===== config.mk =====
export PLATFORM = sky130hd
export DESIGN_NAME = seven_segment_manager_flat
export DESIGN_NICKNAME = d
export VERILOG_FILES = /design/src/rtl/seg_pkg.sv /design/src/rtl/seven_segment_manager_if.sv /design/src/rtl/seg_scan_counter.sv /design/src/rtl/seven_segment_manager.sv /design/src/flat_wrapper.sv
export SDC_FILE = /design/constraint.sdc
export NUM_CORES = 1
export LEC_CHECK = 0
export BUFFER_PORTS_ARGS = -buffer_cell sky130_fd_sc_hd__buf_2
export CAP_MARGIN = 20
export CORE_MARGIN = 4
export CORE_UTILIZATION = 50
export CTS_CLUSTER_SIZE = 28
export DETAILED_ROUTE_END_ITERATION = 10
export HOLD_SLACK_MARGIN = 0.1
export PLACE_DENSITY = 0.78
export SYNTH_ARGS = -nofsm -noshare
export SYNTH_HDL_FRONTEND = slang
export SYNTH_SLANG_ARGS = --single-unit
export TNS_END_PERCENT = 20

===== constraint.sdc =====
create_clock -name HCLK -period 2.7 [get_ports HCLK]
set_clock_uncertainty 0.05 [all_clocks]
set_input_delay 0.27 -clock HCLK [delete_from_list [all_inputs] [get_ports HCLK]]
set_output_delay 0.27 -clock HCLK [all_outputs]
set_load 0.1 [all_outputs]

===== src/rtl/seg_pkg.sv =====
// ---------------------------------------------------------------------------
// seg_pkg
// Shared definitions for the seven-segment display manager:
//   - AHB register word offsets (HADDR[4:2])
//   - digit register field layout and widths
//   - hex-to-segment lookup table and the hex7seg() helper
// No ports (package).
// ---------------------------------------------------------------------------
package seg_pkg;

  // Register map, word offsets decoded from HADDR[4:2]
  localparam int ADDR_W = 3;
  localparam logic [ADDR_W-1:0] ADDR_DIGIT0   = 3'd0;
  localparam logic [ADDR_W-1:0] ADDR_DIGIT1   = 3'd1;
  localparam logic [ADDR_W-1:0] ADDR_DIGIT2   = 3'd2;
  localparam logic [ADDR_W-1:0] ADDR_DIGIT3   = 3'd3;
  localparam logic [ADDR_W-1:0] ADDR_CTRL     = 3'd4;
  localparam logic [ADDR_W-1:0] ADDR_COMMIT   = 3'd5;
  localparam logic [ADDR_W-1:0] ADDR_STATUS   = 3'd6;
  localparam logic [ADDR_W-1:0] ADDR_UNMAPPED = 3'd7;

  // Display geometry and field widths
  localparam int NUM_DIGITS = 4;
  localparam int IDX_W      = 2;
  localparam int HEX_W      = 4;
  localparam int DIGIT_W    = 6;
  localparam int SEG_W      = 7;
  localparam int DIV_W      = 10;

  // One digit register: {dp, blank, value} occupies bits [5], [4], [3:0]
  typedef struct packed {
    logic             dp;
    logic             blank;
    logic [HEX_W-1:0] value;
  } digit_t;

  localparam digit_t DIGIT_RESET = digit_t'(6'b010000);

  // Segment patterns {g,f,e,d,c,b,a}, active-high; entry 0 sits in the LSBs
  localparam logic [15:0][SEG_W-1:0] SEG_TABLE = {
    7'h71, 7'h79, 7'h5E, 7'h39,   // F E D C
    7'h7C, 7'h77, 7'h6F, 7'h7F,   // B A 9 8
    7'h07, 7'h7D, 7'h6D, 7'h66,   // 7 6 5 4
    7'h4F, 7'h5B, 7'h06, 7'h3F    // 3 2 1 0
  };

  function automatic logic [SEG_W-1:0] hex7seg(input logic [HEX_W-1:0] hex);
    return SEG_TABLE[hex];
  endfunction

endpackage


===== src/rtl/seven_segment_manager_if.sv =====
// ---------------------------------------------------------------------------
// seven_segment_manager_if
// AHB-Lite slave-side bundle for the seven-segment display manager.
//   master modport: drives HADDR, HWDATA, HWRITE, HREADY, HSEL, HSIZE, HTRANS;
//                   receives HRDATA, HREADYOUT
//   slave  modport: the reverse
// ---------------------------------------------------------------------------
interface seven_segment_manager_if;

  logic [31:0] HADDR;
  logic [31:0] HWDATA;
  logic        HWRITE;
  logic        HREADY;
  logic        HSEL;
  logic [2:0]  HSIZE;
  logic [1:0]  HTRANS;
  logic [31:0] HRDATA;
  logic        HREADYOUT;

  modport master (
    output HADDR, HWDATA, HWRITE, HREADY, HSEL, HSIZE, HTRANS,
    input  HRDATA, HREADYOUT
  );

  modport slave (
    input  HADDR, HWDATA, HWRITE, HREADY, HSEL, HSIZE, HTRANS,
    output HRDATA, HREADYOUT
  );

endinterface


===== src/rtl/seg_scan_counter.sv =====
// ---------------------------------------------------------------------------
// seg_scan_counter
// Free-running digit scan timing for the multiplexed display.
//   HCLK        in   system clock
//   HRESETn     in   asynchronous active-low reset
//   div_count   out  position inside the current digit slot, 0..SCAN_DIV-1
//   digit_idx   out  digit currently being scanned, 0..3
//   frame_tick  out  high in the last cycle of a frame; the following edge
//                    wraps digit_idx from 3 to 0 (the frame boundary edge)
// SCAN_DIV is the number of HCLK cycles per digit slot, legal range 2..1023.
// ---------------------------------------------------------------------------
module seg_scan_counter
  import seg_pkg::*;
#(
  parameter int SCAN_DIV = 32
) (
  input  logic             HCLK,
  input  logic             HRESETn,
  output logic [DIV_W-1:0] div_count,
  output logic [IDX_W-1:0] digit_idx,
  output logic             frame_tick
);

  localparam logic [DIV_W-1:0] DIV_LAST = DIV_W'(SCAN_DIV - 1);

  logic slot_end;

  assign slot_end   = (div_count == DIV_LAST);
  assign frame_tick = slot_end && (digit_idx == IDX_W'(NUM_DIGITS - 1));

  // Slot divider and digit index; digit_idx wraps naturally from 3 to 0
  always_ff @(posedge HCLK or negedge HRESETn) begin
    if (!HRESETn) begin
      div_count <= '0;
      digit_idx <= '0;
    end else if (slot_end) begin
      div_count <= '0;
      digit_idx <= digit_idx + IDX_W'(1);
    end else begin
      div_count <= div_count + DIV_W'(1);
    end
  end

endmodule


===== src/rtl/seven_segment_manager.sv =====
// ---------------------------------------------------------------------------
// seven_segment_manager
// AHB-Lite slave that stages digit codes written by software and drives a
// 4-digit multiplexed seven-segment display. A COMMIT write marks the staged
// digits pending; they are copied to the shadow registers only at a frame
// boundary so a frame never shows a mix of old and new digits.
//   HCLK      in   system clock
//   HRESETn   in   asynchronous active-low reset
//   bus       --   AHB-Lite slave modport (HADDR[4:2] decoded, zero wait)
//   Seg       out  segments {g,f,e,d,c,b,a}, active-high, registered
//   DP        out  decimal point, active-high, registered
//   nDigit    out  digit enables, active-low, nDigit[0] = rightmost digit
// Register map: 0..3 DIGITn, 4 CTRL, 5 COMMIT (wo), 6 STATUS (ro), 7 unmapped.
// ---------------------------------------------------------------------------
module seven_segment_manager
  import seg_pkg::*;
#(
  parameter int SCAN_DIV = 32
) (
  input  logic                  HCLK,
  input  logic                  HRESETn,
  seven_segment_manager_if.slave bus,
  output logic [SEG_W-1:0]      Seg,
  output logic                  DP,
  output logic [NUM_DIGITS-1:0] nDigit
);

  logic [DIV_W-1:0]      div_count;
  logic [IDX_W-1:0]      digit_idx;
  logic                  frame_tick;

  logic                  access;
  logic                  write_reg;
  logic [ADDR_W-1:0]     addr_reg;
  logic                  commit_wr;

  digit_t                stage  [NUM_DIGITS];
  digit_t                shadow [NUM_DIGITS];
  logic                  enable;
  logic                  pending;

  logic [31:0]           hrdata;
  digit_t                active_digit;
  logic [SEG_W-1:0]      seg_nxt;
  logic                  dp_nxt;
  logic [NUM_DIGITS-1:0] ndigit_nxt;

  // Bus fields this slave never looks at (word-only, 8 registers, 6-bit data)
  logic                  unused_bus;
  assign unused_bus = ^{bus.HSIZE, bus.HADDR[31:5], bus.HADDR[1:0],
                        bus.HWDATA[31:DIGIT_W]};

  seg_scan_counter #(
    .SCAN_DIV (SCAN_DIV)
  ) u_scan (
    .HCLK       (HCLK),
    .HRESETn    (HRESETn),
    .div_count  (div_count),
    .digit_idx  (digit_idx),
    .frame_tick (frame_tick)
  );

  assign access        = bus.HSEL && bus.HREADY && (bus.HTRANS != 2'b00);
  assign commit_wr     = write_reg && (addr_reg == ADDR_COMMIT);
  assign bus.HREADYOUT = 1'b1;
  assign bus.HRDATA    = hrdata;

  // Address phase capture; idle cycles park on the unmapped offset so the
  // read mux returns zero and no write can fire
  always_ff @(posedge HCLK or negedge HRESETn) begin
    if (!HRESETn) begin
      write_reg <= 1'b0;
      addr_reg  <= ADDR_UNMAPPED;
    end else if (access) begin
      write_reg <= bus.HWRITE;
      addr_reg  <= bus.HADDR[4:2];
    end else begin
      write_reg <= 1'b0;
      addr_reg  <= ADDR_UNMAPPED;
    end
  end

  // Staging registers and CTRL, written at the end of the data phase
  always_ff @(posedge HCLK or negedge HRESETn) begin
    if (!HRESETn) begin
      for (int i = 0; i < NUM_DIGITS; i++) begin
        stage[i] <= DIGIT_RESET;
      end
      enable <= 1'b0;
    end else if (write_reg) begin
      case (addr_reg)
        ADDR_DIGIT0, ADDR_DIGIT1, ADDR_DIGIT2, ADDR_DIGIT3:
          stage[addr_reg[1:0]] <= digit_t'(bus.HWDATA[DIGIT_W-1:0]);
        ADDR_CTRL:
          enable <= bus.HWDATA[0];
        default: ;
      endcase
    end
  end

  // A commit landing on the boundary edge takes priority, so the request
  // is kept for the next frame rather than lost
  always_ff @(posedge HCLK or negedge HRESETn) begin
    if (!HRESETn) begin
      pending <= 1'b0;
    end else if (commit_wr) begin
      pending <= 1'b1;
    end else if (frame_tick) begin
      pending <= 1'b0;
    end
  end

  // Shadow copy at the frame boundary; uses pre-edge staging values, so a
  // digit write on the boundary edge waits for the next commit
  always_ff @(posedge HCLK or negedge HRESETn) begin
    if (!HRESETn) begin
      for (int i = 0; i < NUM_DIGITS; i++) begin
        shadow[i] <= DIGIT_RESET;
      end
    end else if (frame_tick && pending) begin
      for (int i = 0; i < NUM_DIGITS; i++) begin
        shadow[i] <= stage[i];
      end
    end
  end

  // Read data mux, driven straight from the registered address
  always_comb begin
    hrdata = '0;
    case (addr_reg)
      ADDR_DIGIT0, ADDR_DIGIT1, ADDR_DIGIT2, ADDR_DIGIT3:
        hrdata = {{(32-DIGIT_W){1'b0}}, stage[addr_reg[1:0]]};
      ADDR_CTRL:
        hrdata = {31'b0, enable};
      ADDR_STATUS:
        hrdata = {31'b0, pending};
      default:
        hrdata = '0;
    endcase
  end

  // Digit decode; slot cycle 0 is kept dark to avoid ghosting between digits
  always_comb begin
    active_digit = shadow[digit_idx];
    seg_nxt      = '0;
    dp_nxt       = 1'b0;
    ndigit_nxt   = '1;
    if (enable && (div_count != '0)) begin
      ndigit_nxt = ~(NUM_DIGITS'(1) << digit_idx);
      if (!active_digit.blank) begin
        seg_nxt = hex7seg(active_digit.value);
        dp_nxt  = active_digit.dp;
      end
    end
  end

  // Registered display outputs
  always_ff @(posedge HCLK or negedge HRESETn) begin
    if (!HRESETn) begin
      Seg    <= '0;
      DP     <= 1'b0;
      nDigit <= '1;
    end else begin
      Seg    <= seg_nxt;
      DP     <= dp_nxt;
      nDigit <= ndigit_nxt;
    end
  end

endmodule


===== src/flat_wrapper.sv =====
// flat-port wrapper written by rule: the top's interface ports become plain ports
module seven_segment_manager_flat import seg_pkg::*;
#(
  parameter int SCAN_DIV = 32
)
  (HCLK, HRESETn, Seg, DP, nDigit, bus_HADDR, bus_HWDATA, bus_HWRITE, bus_HREADY, bus_HSEL, bus_HSIZE, bus_HTRANS, bus_HRDATA, bus_HREADYOUT);
  seven_segment_manager_if bus_i ();
  input  logic HCLK;
  input  logic HRESETn;
  output logic [SEG_W-1:0] Seg;
  output logic DP;
  output logic [NUM_DIGITS-1:0] nDigit;
  input wire logic [$bits(bus_i.HADDR)-1:0] bus_HADDR;
  input wire logic [$bits(bus_i.HWDATA)-1:0] bus_HWDATA;
  input wire logic [$bits(bus_i.HWRITE)-1:0] bus_HWRITE;
  input wire logic [$bits(bus_i.HREADY)-1:0] bus_HREADY;
  input wire logic [$bits(bus_i.HSEL)-1:0] bus_HSEL;
  input wire logic [$bits(bus_i.HSIZE)-1:0] bus_HSIZE;
  input wire logic [$bits(bus_i.HTRANS)-1:0] bus_HTRANS;
  output wire logic [$bits(bus_i.HRDATA)-1:0] bus_HRDATA;
  output wire logic [$bits(bus_i.HREADYOUT)-1:0] bus_HREADYOUT;
  assign bus_i.HADDR = bus_HADDR;
  assign bus_i.HWDATA = bus_HWDATA;
  assign bus_i.HWRITE = bus_HWRITE;
  assign bus_i.HREADY = bus_HREADY;
  assign bus_i.HSEL = bus_HSEL;
  assign bus_i.HSIZE = bus_HSIZE;
  assign bus_i.HTRANS = bus_HTRANS;
  assign bus_HRDATA = bus_i.HRDATA;
  assign bus_HREADYOUT = bus_i.HREADYOUT;
  seven_segment_manager #(.SCAN_DIV(SCAN_DIV)) u_core (.HCLK(HCLK), .HRESETn(HRESETn), .bus(bus_i), .Seg(Seg), .DP(DP), .nDigit(nDigit));
endmodule

==> reports/metrics.cfg, run 1 <==
[outcome]
status=finished clean

[power]
share_comb_of_total_power_pct=12.7
leakage_nw=2.05
ir_drop_v=0.000381
power.density_mw_per_mm2=557
p_clk_share_pct=36.8
power_mw=2.43
p_sw_mw=0.715
power_frac_seq_pct=50.5
p_int_mw=1.72
switching_share_pct=29.4

[layout]
nNetsFinal=423
antenna_cells=0
top_regs=u_core.shadow (24), u_core.stage (24), u_core.u_scan.div_count (10)
area_growth_pct=9.44
drive_above_1_share_pct=40.6
fillers=628

[clock_tree]
root_buffer=clkbuf_8
cts_sinks=78
path_clk_slew_ns=0.08
tritoncts=yes
cts_setup_buffers=0
cts_max_level=3
clk_path_buf_depth=2
clk_latency_ns=0.35
cts_inserted_buffers=9

[critical_path]
crit_fanout=14
cp_cell_sequence=nor2_1 > o21ai_0 > nor2_1 > o32ai_2 > buf_2
crit_slowest_cell=dfstp_2
endpoint_kind=output pin
cp_top_family=flip-flops
cp_common_cell=nor2_1
start_kind=register
cpPeakStageDelay_ns=0.74
crit_required_ns=2.38
path_buf_inv=1
cp_data_arrival_time_ns=2.23
worstSetupPathType=reg -> out

[synthesis]
synthFlopType=dfrtp_1
synth_edf_count=0
ys_types=47
yosys_warnings=0
synth_area_per_cell_um2=13.2
ys_seq_area_share_pct=49.4
yosys_register_bits=78
postSynth.asyncResetShare_pct=100
synthCells=301
syn-cell-area_mm2=0.00399

[timing]
worstMarginPinSlew_ns=0.948
period_share_pct=94.4
hold_viol_final=0
setup_viol=0
period_needed_ns=2.55
drv_slew=0
max_freq_mhz=393
setup_tns_ns=0
slew_headroom_pct=36.8
rsz0062_at_grt=false

[floorplan]
ios=119
start_util_pct=51.6
die_x_um=97.3
num_rows=32
die_height_um=97.3
core_area_mm2=0.00773
dieArea_mm2=0.00947

[global_routing]
track_usage_pct=15.1
grt_max_degree=79
grt_pass1_wl_mm=11.3
grt-ovfl-total=0
grt_pass1_vias=2318
antenna_found_initial=0

[detailed_routing]
vias_per_cell=5.09
wl_per_cell_um=15.5
drt_iter0_markers=126
drc=0
routed_wl_mm=6.90
final_antenna_net_count=0
via_count=2262
first_pass_iters=4

[placed_design]
routabilityCongestion=0.777
dp.final_hpwl_mm=4.80
numPortBuffers=33

[hold_path]
hp-class=in -> reg

[job]
drv_cap=0

-- area by class of cell --
class / instances / area [um2] / area share [%]
Clock buffer: 10 / 138 / 3.15
Clock inverter: 6 / 68.8 / 1.58
Inverter: 12 / 45.0 / 1.03
Multi-Input combinational cell: 195 / 1770 / 40.7
Sequential cell: 78 / 1970 / 45.2
Tap cell: 102 / 128 / 2.92
Timing Repair Buffer: 41 / 240 / 5.50
-- stage by stage --
step           area [um2]  util (%)  instances  hold WS (ns)  worst slack [ns]
6_report             4360      56.5        444         0.141             0.152
5_1_grt              4360      56.5        444         0.126            0.0122
4_1_cts              4360      56.5        444         0.128             0.139
3_5_place_dp         4110      53.2        423         0.415             0.456
3_3_place_gp         4110      53.2        423         0.411             0.475
2_1_floorplan        4090         -        326       -0.0756            -0.310
-- cells in the final DEF (no fill, tap or decap), types with 14 or more instances in the layout --
master | Yosys | layout
buf_2 | 1 | 32
conb_1 | 2 | 27
dfrtp_1 | 63 | 63
dfstp_2 | 15 | 15
mux2_2 | 29 | 29
mux2_4 | 20 | 20
nor2_1 | 14 | 14
-- per-layer routing --
metal	GRT usage, %	vias up	wire [um]
li1	-	1056	-
met4	3.83	0	103
met1	19.6	1131	3090
met2	24.9	62	3370
met5	0	-	0
met3	4.31	13	330
-- cell usage after synthesis, drive strengths merged, types with 5 or more instances --
library cell | number | area [um2]
inv | 12 | 45.0
buf | 32 | 266
clkbuf | 9 | 35.0
mux4 | 12 | 270
xnor2 | 9 | 78.8
nand2 | 12 | 45.0
nand3 | 6 | 30.0
dfstp | 15 | 394
mux2 | 49 | 627
ha | 12 | 150
nor2b | 8 | 50.1
dfrtp | 63 | 1580
nor2 | 14 | 52.6
o21ai | 5 | 25.0
-- power by group through the flow --
stage | Combinational [mW] | Sequential (mW) | Clock (mW)
3_5_place_dp | 0.303 | 1.25 | 0
6_report | 0.308 | 1.23 | 0.896
3_3_place_gp | 0.300 | 1.25 | 0
5_1_grt | 0.323 | 1.23 | 0.982
2_1_floorplan | 0.279 | 1.25 | 0
4_1_cts | 0.310 | 1.23 | 0.917
-- what timing repair did --
action | 4_1_cts | 5_1_grt
resized for setup | 0 | 0
hold buffers | 5 | 0
hold endpoints to repair | 67 | 0
-- worst register-to-register path, cell delays in order, from the launching register on --
cell,delay (ns)
dfrtp_1,0.43
or4_4,0.58
nor3_4,0.20
and3_4,0.50
mux2_2,0.40
-- final timing paths --
path	start	end	slack (ns)	depth (start not counted)
min reg2reg	u_core.u_scan.div_count[9]$_DFF_PN0_	u_core.u_scan.div_count[9]$_DFF_PN0_	0.43	1
max reg2reg	u_core.u_scan.div_count[6]$_DFF_PN0_	u_core.shadow[3]$_DFFE_PN0P_	0.44	4
max	u_core.addr_reg[2]$_DFF_PN1_	bus_HRDATA[0]	0.15	5
min in group asynchronous	HRESETn	u_core.stage[5]$_DFFE_PN0P_	0.55	2
min	bus_HWDATA[4]	u_core.stage[4]$_DFFE_PN1P_	0.14	2
max in group asynchronous	HRESETn	u_core.stage[18]$_DFFE_PN0P_	1.43	2
-- cell families (layout without fill, tap and decap cells) --
family / Yosys count / count (layout) / share of synthesized area [%]
other: 2 / 27 / 0.188
adder cells (fa/ha/maj): 12 / 12 / 3.77
buffers and inverters: 53 / 69 / 8.69
XOR/XNOR: 13 / 13 / 2.86
flip-flops: 78 / 78 / 49.4
multiplexers: 63 / 63 / 23.0
AO/OA/AOI/OAI: 17 / 17 / 3.04
AND/OR/NAND/NOR: 63 / 63 / 9.04
Power figures use the tool's default switching activity.
==> run 2: changes to the inputs <==
--- a/config.mk
+++ b/config.mk
@@ -13,6 +13,7 @@
 export DETAILED_ROUTE_END_ITERATION = 10
 export HOLD_SLACK_MARGIN = 0.1
 export PLACE_DENSITY = 0.78
+export SETUP_SLACK_MARGIN = 0.3
 export SYNTH_ARGS = -nofsm -noshare
 export SYNTH_HDL_FRONTEND = slang
 export SYNTH_SLANG_ARGS = --single-unit
==> reports/metrics.cfg, run 2 (same netlist as run 1, synthesis figures left out) <==
[global_routing]
grtUsageMet2_pct=24.2
grt_pass1_wl_mm=11.5
use_met1_pct=20.4
grt_util_met3_pct=4.02
grt_max_degree=79
antenna_found_initial=0
busiest_layer=met2
track_usage_pct=15.4
grt-ovfl-total=0
grt_pass1_vias=2232

[detailed_routing]
drt_iter0_markers=53
first_pass_iters=4
drc=0
wl_per_cell_um=15.5
vias_per_cell=5.03
routed_wl_mm=6.94
final_antenna_net_count=0
via_count=2248

[clock_tree]
path_clk_slew_ns=0.08
cts_inserted_buffers=9
cts_sinks=78
root_buffer=clkbuf_8
clk_path_buf_depth=2
cts_max_level=3
tritoncts=yes
clk_latency_ns=0.36

[floorplan]
dieArea_mm2=0.00947
num_rows=32
die_x_um=97.3
core_area_mm2=0.00773
ios=119
die_height_um=97.3
start_util_pct=51.6

[power]
leakage_nw=2.05
p_int_mw=1.62
power_mw=2.32
ir_drop_v=0.000336
share_comb_of_total_power_pct=13.7
power.density_mw_per_mm2=530
switching_share_pct=30.1
p_clk_share_pct=33.5
p_sw_mw=0.699
power_frac_seq_pct=52.8

[timing]
period_share_pct=88.2
hold_viol_final=0
setup_viol=0
slew_headroom_pct=36.6
max_freq_mhz=420
fin_ws_ns=0.320
rsz0062_at_grt=true
setup_tns_ns=0
drv_slew=0
period_needed_ns=2.38
worstMarginPinSlew_ns=0.951

[critical_path]
start_kind=register
endpoint_kind=output pin
reg2reg_to=u_core.shadow[3]$_DFFE_PN0P_
crit_fanout=11
rrSetupSlack_ns=0.45
cp_data_arrival_time_ns=2.06
rr_startpoint=u_core.u_scan.div_count[6]$_DFF_PN0_
worstSetupPathType=reg -> out
crit_required_ns=2.38
reg2reg_depth=4

[hold_path]
hold_end=u_core.stage[1]$_DFFE_PN0P_
min_path_cells=2
hp-class=in -> reg
hold_start=bus_HWDATA[1]

[placed_design]
dp_worst_setup_slack_ns=0.441
dp.final_hpwl_mm=4.77
routabilityCongestion=0.732
numPortBuffers=33

[outcome]
status=finished clean

[layout]
final_common_cell=dfrtp_1
top_regs=u_core.shadow (24), u_core.stage (24), u_core.u_scan.div_count (10)
antenna_cells=0
final_cell_mix=dfrtp_1 (63), buf_2 (30), mux2_2 (29)
nNetsFinal=426
area_growth_pct=9.82
drive_above_1_share_pct=41.2

[job]
drv_cap=0

==> run 2: power groups by stage <==
stage	clock, mW	sequential (mW)	combinational [mW]
after global routing	0.850	1.23	0.334
after CTS	0.802	1.23	0.320
after floorplan	0	1.25	0.283
after detailed placement	0	1.25	0.311
final	0.778	1.23	0.319
after global placement	0	1.25	0.307
==> run 2: worst max path at each step <==
| stage | startpoint | to | slack, ns | cells past startpoint |
|---|---|---|---|---|
| CTS | u_core.addr_reg[0]$_DFF_PN1_ | bus_HRDATA[0] | 0.29 | 5 |
| finish | u_core.addr_reg[0]$_DFF_PN1_ | bus_HRDATA[1] | 0.32 | 3 |
| global placement | u_core.u_scan.div_count[6]$_DFF_PN0_ | u_core.shadow[5]$_DFFE_PN0P_ | 0.48 | 4 |
| detailed placement | u_core.u_scan.div_count[6]$_DFF_PN0_ | u_core.shadow[5]$_DFFE_PN0P_ | 0.44 | 4 |
| floorplan | u_core.addr_reg[0]$_DFF_PN1_ | bus_HRDATA[2] | -0.03 | 3 |
| global route | u_core.addr_reg[0]$_DFF_PN1_ | bus_HRDATA[1] | 0.27 | 3 |
==> run 2: layout make-up <==
| cell class | count | area (um2) |
|---|---|---|
| Clock buffer | 11 | 141 |
| Timing Repair Buffer | 44 | 268 |
| Clock inverter | 5 | 35.0 |
| Sequential cell | 78 | 1970 |
| Multi-Input combinational cell | 195 | 1790 |
| Tap cell | 102 | 128 |
| Inverter | 12 | 45.0 |
| Fill cell | 635 | 3350 |
==> run 2: critical path, stage by stage, from the launching register on <==
cell and delay (ns):
dfstp_4 0.73, mux4_2 0.52, nor2b_2 0.16, buf_2 0.29
==> run 2: metal layers <==
layer | part of all wire [%] | up-vias
met5 | 0 | -
met4 | 1.6 | 0
met3 | 5.6 | 10
met2 | 48 | 62
met1 | 45 | 1112
li1 | - | 1064
==> run 2: metrics by stage <==
stage	instance area (um2)	instances	utilization (%)	hold WS, ns
after floorplan	4110	326	-	-0.0756
after global placement	4130	424	53.4	0.410
after detailed placement	4130	424	53.4	0.419
after CTS	4380	447	56.6	0.121
after global routing	4380	447	56.7	0.128
final	4380	447	56.7	0.138
==> run 2: repair_timing <==
action / in CTS / in global routing
hold endpoints to repair: 67 / 0
gates resized for setup: 2 / 1
buffers inserted: 2 / 0
hold buffers: 5 / 0
setup endpoints to repair: 6 / 5
==> run 3: changes to the inputs <==
--- a/config.mk
+++ b/config.mk
@@ -13,6 +13,7 @@
 export DETAILED_ROUTE_END_ITERATION = 10
 export HOLD_SLACK_MARGIN = 0.1
 export PLACE_DENSITY = 0.78
+export REMOVE_ABC_BUFFERS = 1
 export SETUP_SLACK_MARGIN = 0.3
 export SYNTH_ARGS = -nofsm -noshare
 export SYNTH_HDL_FRONTEND = slang
==> reports/metrics.cfg, run 3 (same netlist as run 1, synthesis figures left out) <==
[job]
drv_cap=0

[layout]
nNetsFinal=424
antenna_cells=0
area_growth_pct=11.3
drive_above_1_share_pct=39.9
fillers=623
final_cell_mix=dfrtp_1 (63), buf_2 (30), mux2_2 (29)
top_regs=u_core.shadow (24), u_core.stage (24), u_core.u_scan.div_count (10)
final_common_cell=dfrtp_1

[timing]
drv_slew=0
period_needed_ns=2.34
slew_headroom_pct=36.1
rsz0062_at_grt=true
period_share_pct=86.7
hold_viol_final=0
fin_ws_ns=0.359
max_freq_mhz=427
hold_slack_ns=0.148
worstMarginPinSlew_ns=0.958
setup_viol=0

[global_routing]
grt_pass1_vias=2298
antenna_found_initial=0
grt-ovfl-total=0
grt_max_degree=79
grt_pass1_wl_mm=11.4
track_usage_pct=15.1

[clock_tree]
cts_inserted_buffers=9
cts_sinks=78
path_clk_slew_ns=0.08
clk_path_buf_depth=2
tritoncts=yes
root_buffer=clkbuf_8
clk_latency_ns=0.34
cts_max_level=3

[detailed_routing]
vias_per_cell=5.02
drc=0
final_antenna_net_count=0
wl_per_cell_um=15.6
routed_wl_mm=6.96
via_count=2232
first_pass_iters=4
drt_iter0_markers=72

[placed_design]
routabilityCongestion=0.811
numPortBuffers=33
dp.final_hpwl_mm=4.68
dp_worst_setup_slack_ns=0.437

[power]
power_frac_seq_pct=45.5
p_clk_share_pct=43.0
p_sw_mw=0.699
switching_share_pct=25.9
leakage_nw=2.08
p_int_mw=2.00
ir_drop_v=0.000410
share_comb_of_total_power_pct=11.4
power.density_mw_per_mm2=608

[critical_path]
cp_cell_sequence=mux4_2 > nor2b_1 > clkbuf_4
crit_slowest_cell=dfstp_4
cpPeakStageDelay_ns=0.72
crit_fanout=11
start_kind=register
crit_required_ns=2.38
worstSetupPathType=reg -> out
cp_data_arrival_time_ns=2.02
endpoint_kind=output pin

[floorplan]
dieArea_mm2=0.00947
die_x_um=97.3
die_height_um=97.3
num_rows=32
start_util_pct=51.6
core_area_mm2=0.00773
ios=119

[outcome]
status=finished clean

[hold_path]
hp-class=in -> reg

-- run 3: cell count changes in the layout (fill, tap and decap cells not counted), sizes merged --
| cell | before | now |
|---|---|---|
| clkinv | 4 | 0 |
| buf | 38 | 36 |
| bufinv | 0 | 4 |
| inv | 12 | 13 |
| clkinvlp | 1 | 0 |
-- run 3: power by group through the flow --
stage                     clock (mW)  sequential, mW  combinational (mW)
after floorplan                    0            1.26               0.240
after detailed placement           0            1.25               0.301
after CTS                       1.18            1.23               0.308
after global routing            1.23            1.23               0.324
after global placement             0            1.25               0.298
final                           1.16            1.23               0.309
-- run 3: worst max-delay path, delay by kind of cell (launching register included) --
family | cells | cell delay (ns)
flops | 1 | 0.72
mux | 1 | 0.53
buf+inv | 1 | 0.28
simple gates | 1 | 0.14
-- run 3: per-stage QoR --
step | setup TNS (ns) | total power [mW] | util (%) | instances | instance area (um2)
floorplan | -0.864 | 1.50 | - | 285 | 3780
global placement | 0 | 1.55 | 53.0 | 423 | 4100
detailed placement | 0 | 1.55 | 53.0 | 423 | 4100
CTS | 0 | 2.72 | 57.3 | 444 | 4420
global route | 0 | 2.79 | 57.4 | 445 | 4440
finish | 0 | 2.70 | 57.4 | 445 | 4440
-- run 3: what timing repair did --
item,CTS,global route
setup buffers,0,1
gates resized for setup,2,2
hold endpoints to repair,67,0
setup endpoints to repair,6,6
hold buffers,5,0
-- run 3: final timing paths --
kind                                                      start                                   end  slack, ns  depth (start not counted)
hold reg to reg            u_core.u_scan.div_count[9]$_DFF_PN0_  u_core.u_scan.div_count[9]$_DFF_PN0_       0.43                          1
max in group asynchronous                               HRESETn         u_core.shadow[14]$_DFFE_PN0P_       1.41                          2
hold / removal                                    bus_HWDATA[4]          u_core.stage[22]$_DFFE_PN1P_       0.15                          2
setup / recovery                   u_core.addr_reg[0]$_DFF_PN1_                         bus_HRDATA[3]       0.36                          3
setup reg to reg           u_core.u_scan.div_count[6]$_DFF_PN0_          u_core.shadow[9]$_DFFE_PN0P_       0.43                          4
min in group asynchronous                               HRESETn           u_core.stage[5]$_DFFE_PN0P_       0.54                          2
-- run 3: cell type report --
type	instances	area [um2]	area share, %
Timing Repair Buffer	42	253	5.69
Clock inverter	5	129	2.90
Multi-Input combinational cell	195	1760	39.8
Tap cell	102	128	2.88
Sequential cell	78	1980	44.6
Clock buffer	11	141	3.19
Inverter	12	45.0	1.01
-- run 3: routing by layer --
| layer | up-vias | part of all wire, % | track usage [%] |
|---|---|---|---|
| li1 | 1062 | - | - |
| met1 | 1098 | 46 | 19.9 |
| met2 | 65 | 48 | 24.8 |
| met3 | 7 | 4.8 | 2.73 |
| met4 | 0 | 1.1 | 5.86 |
| met5 | - | 0 | 0 |
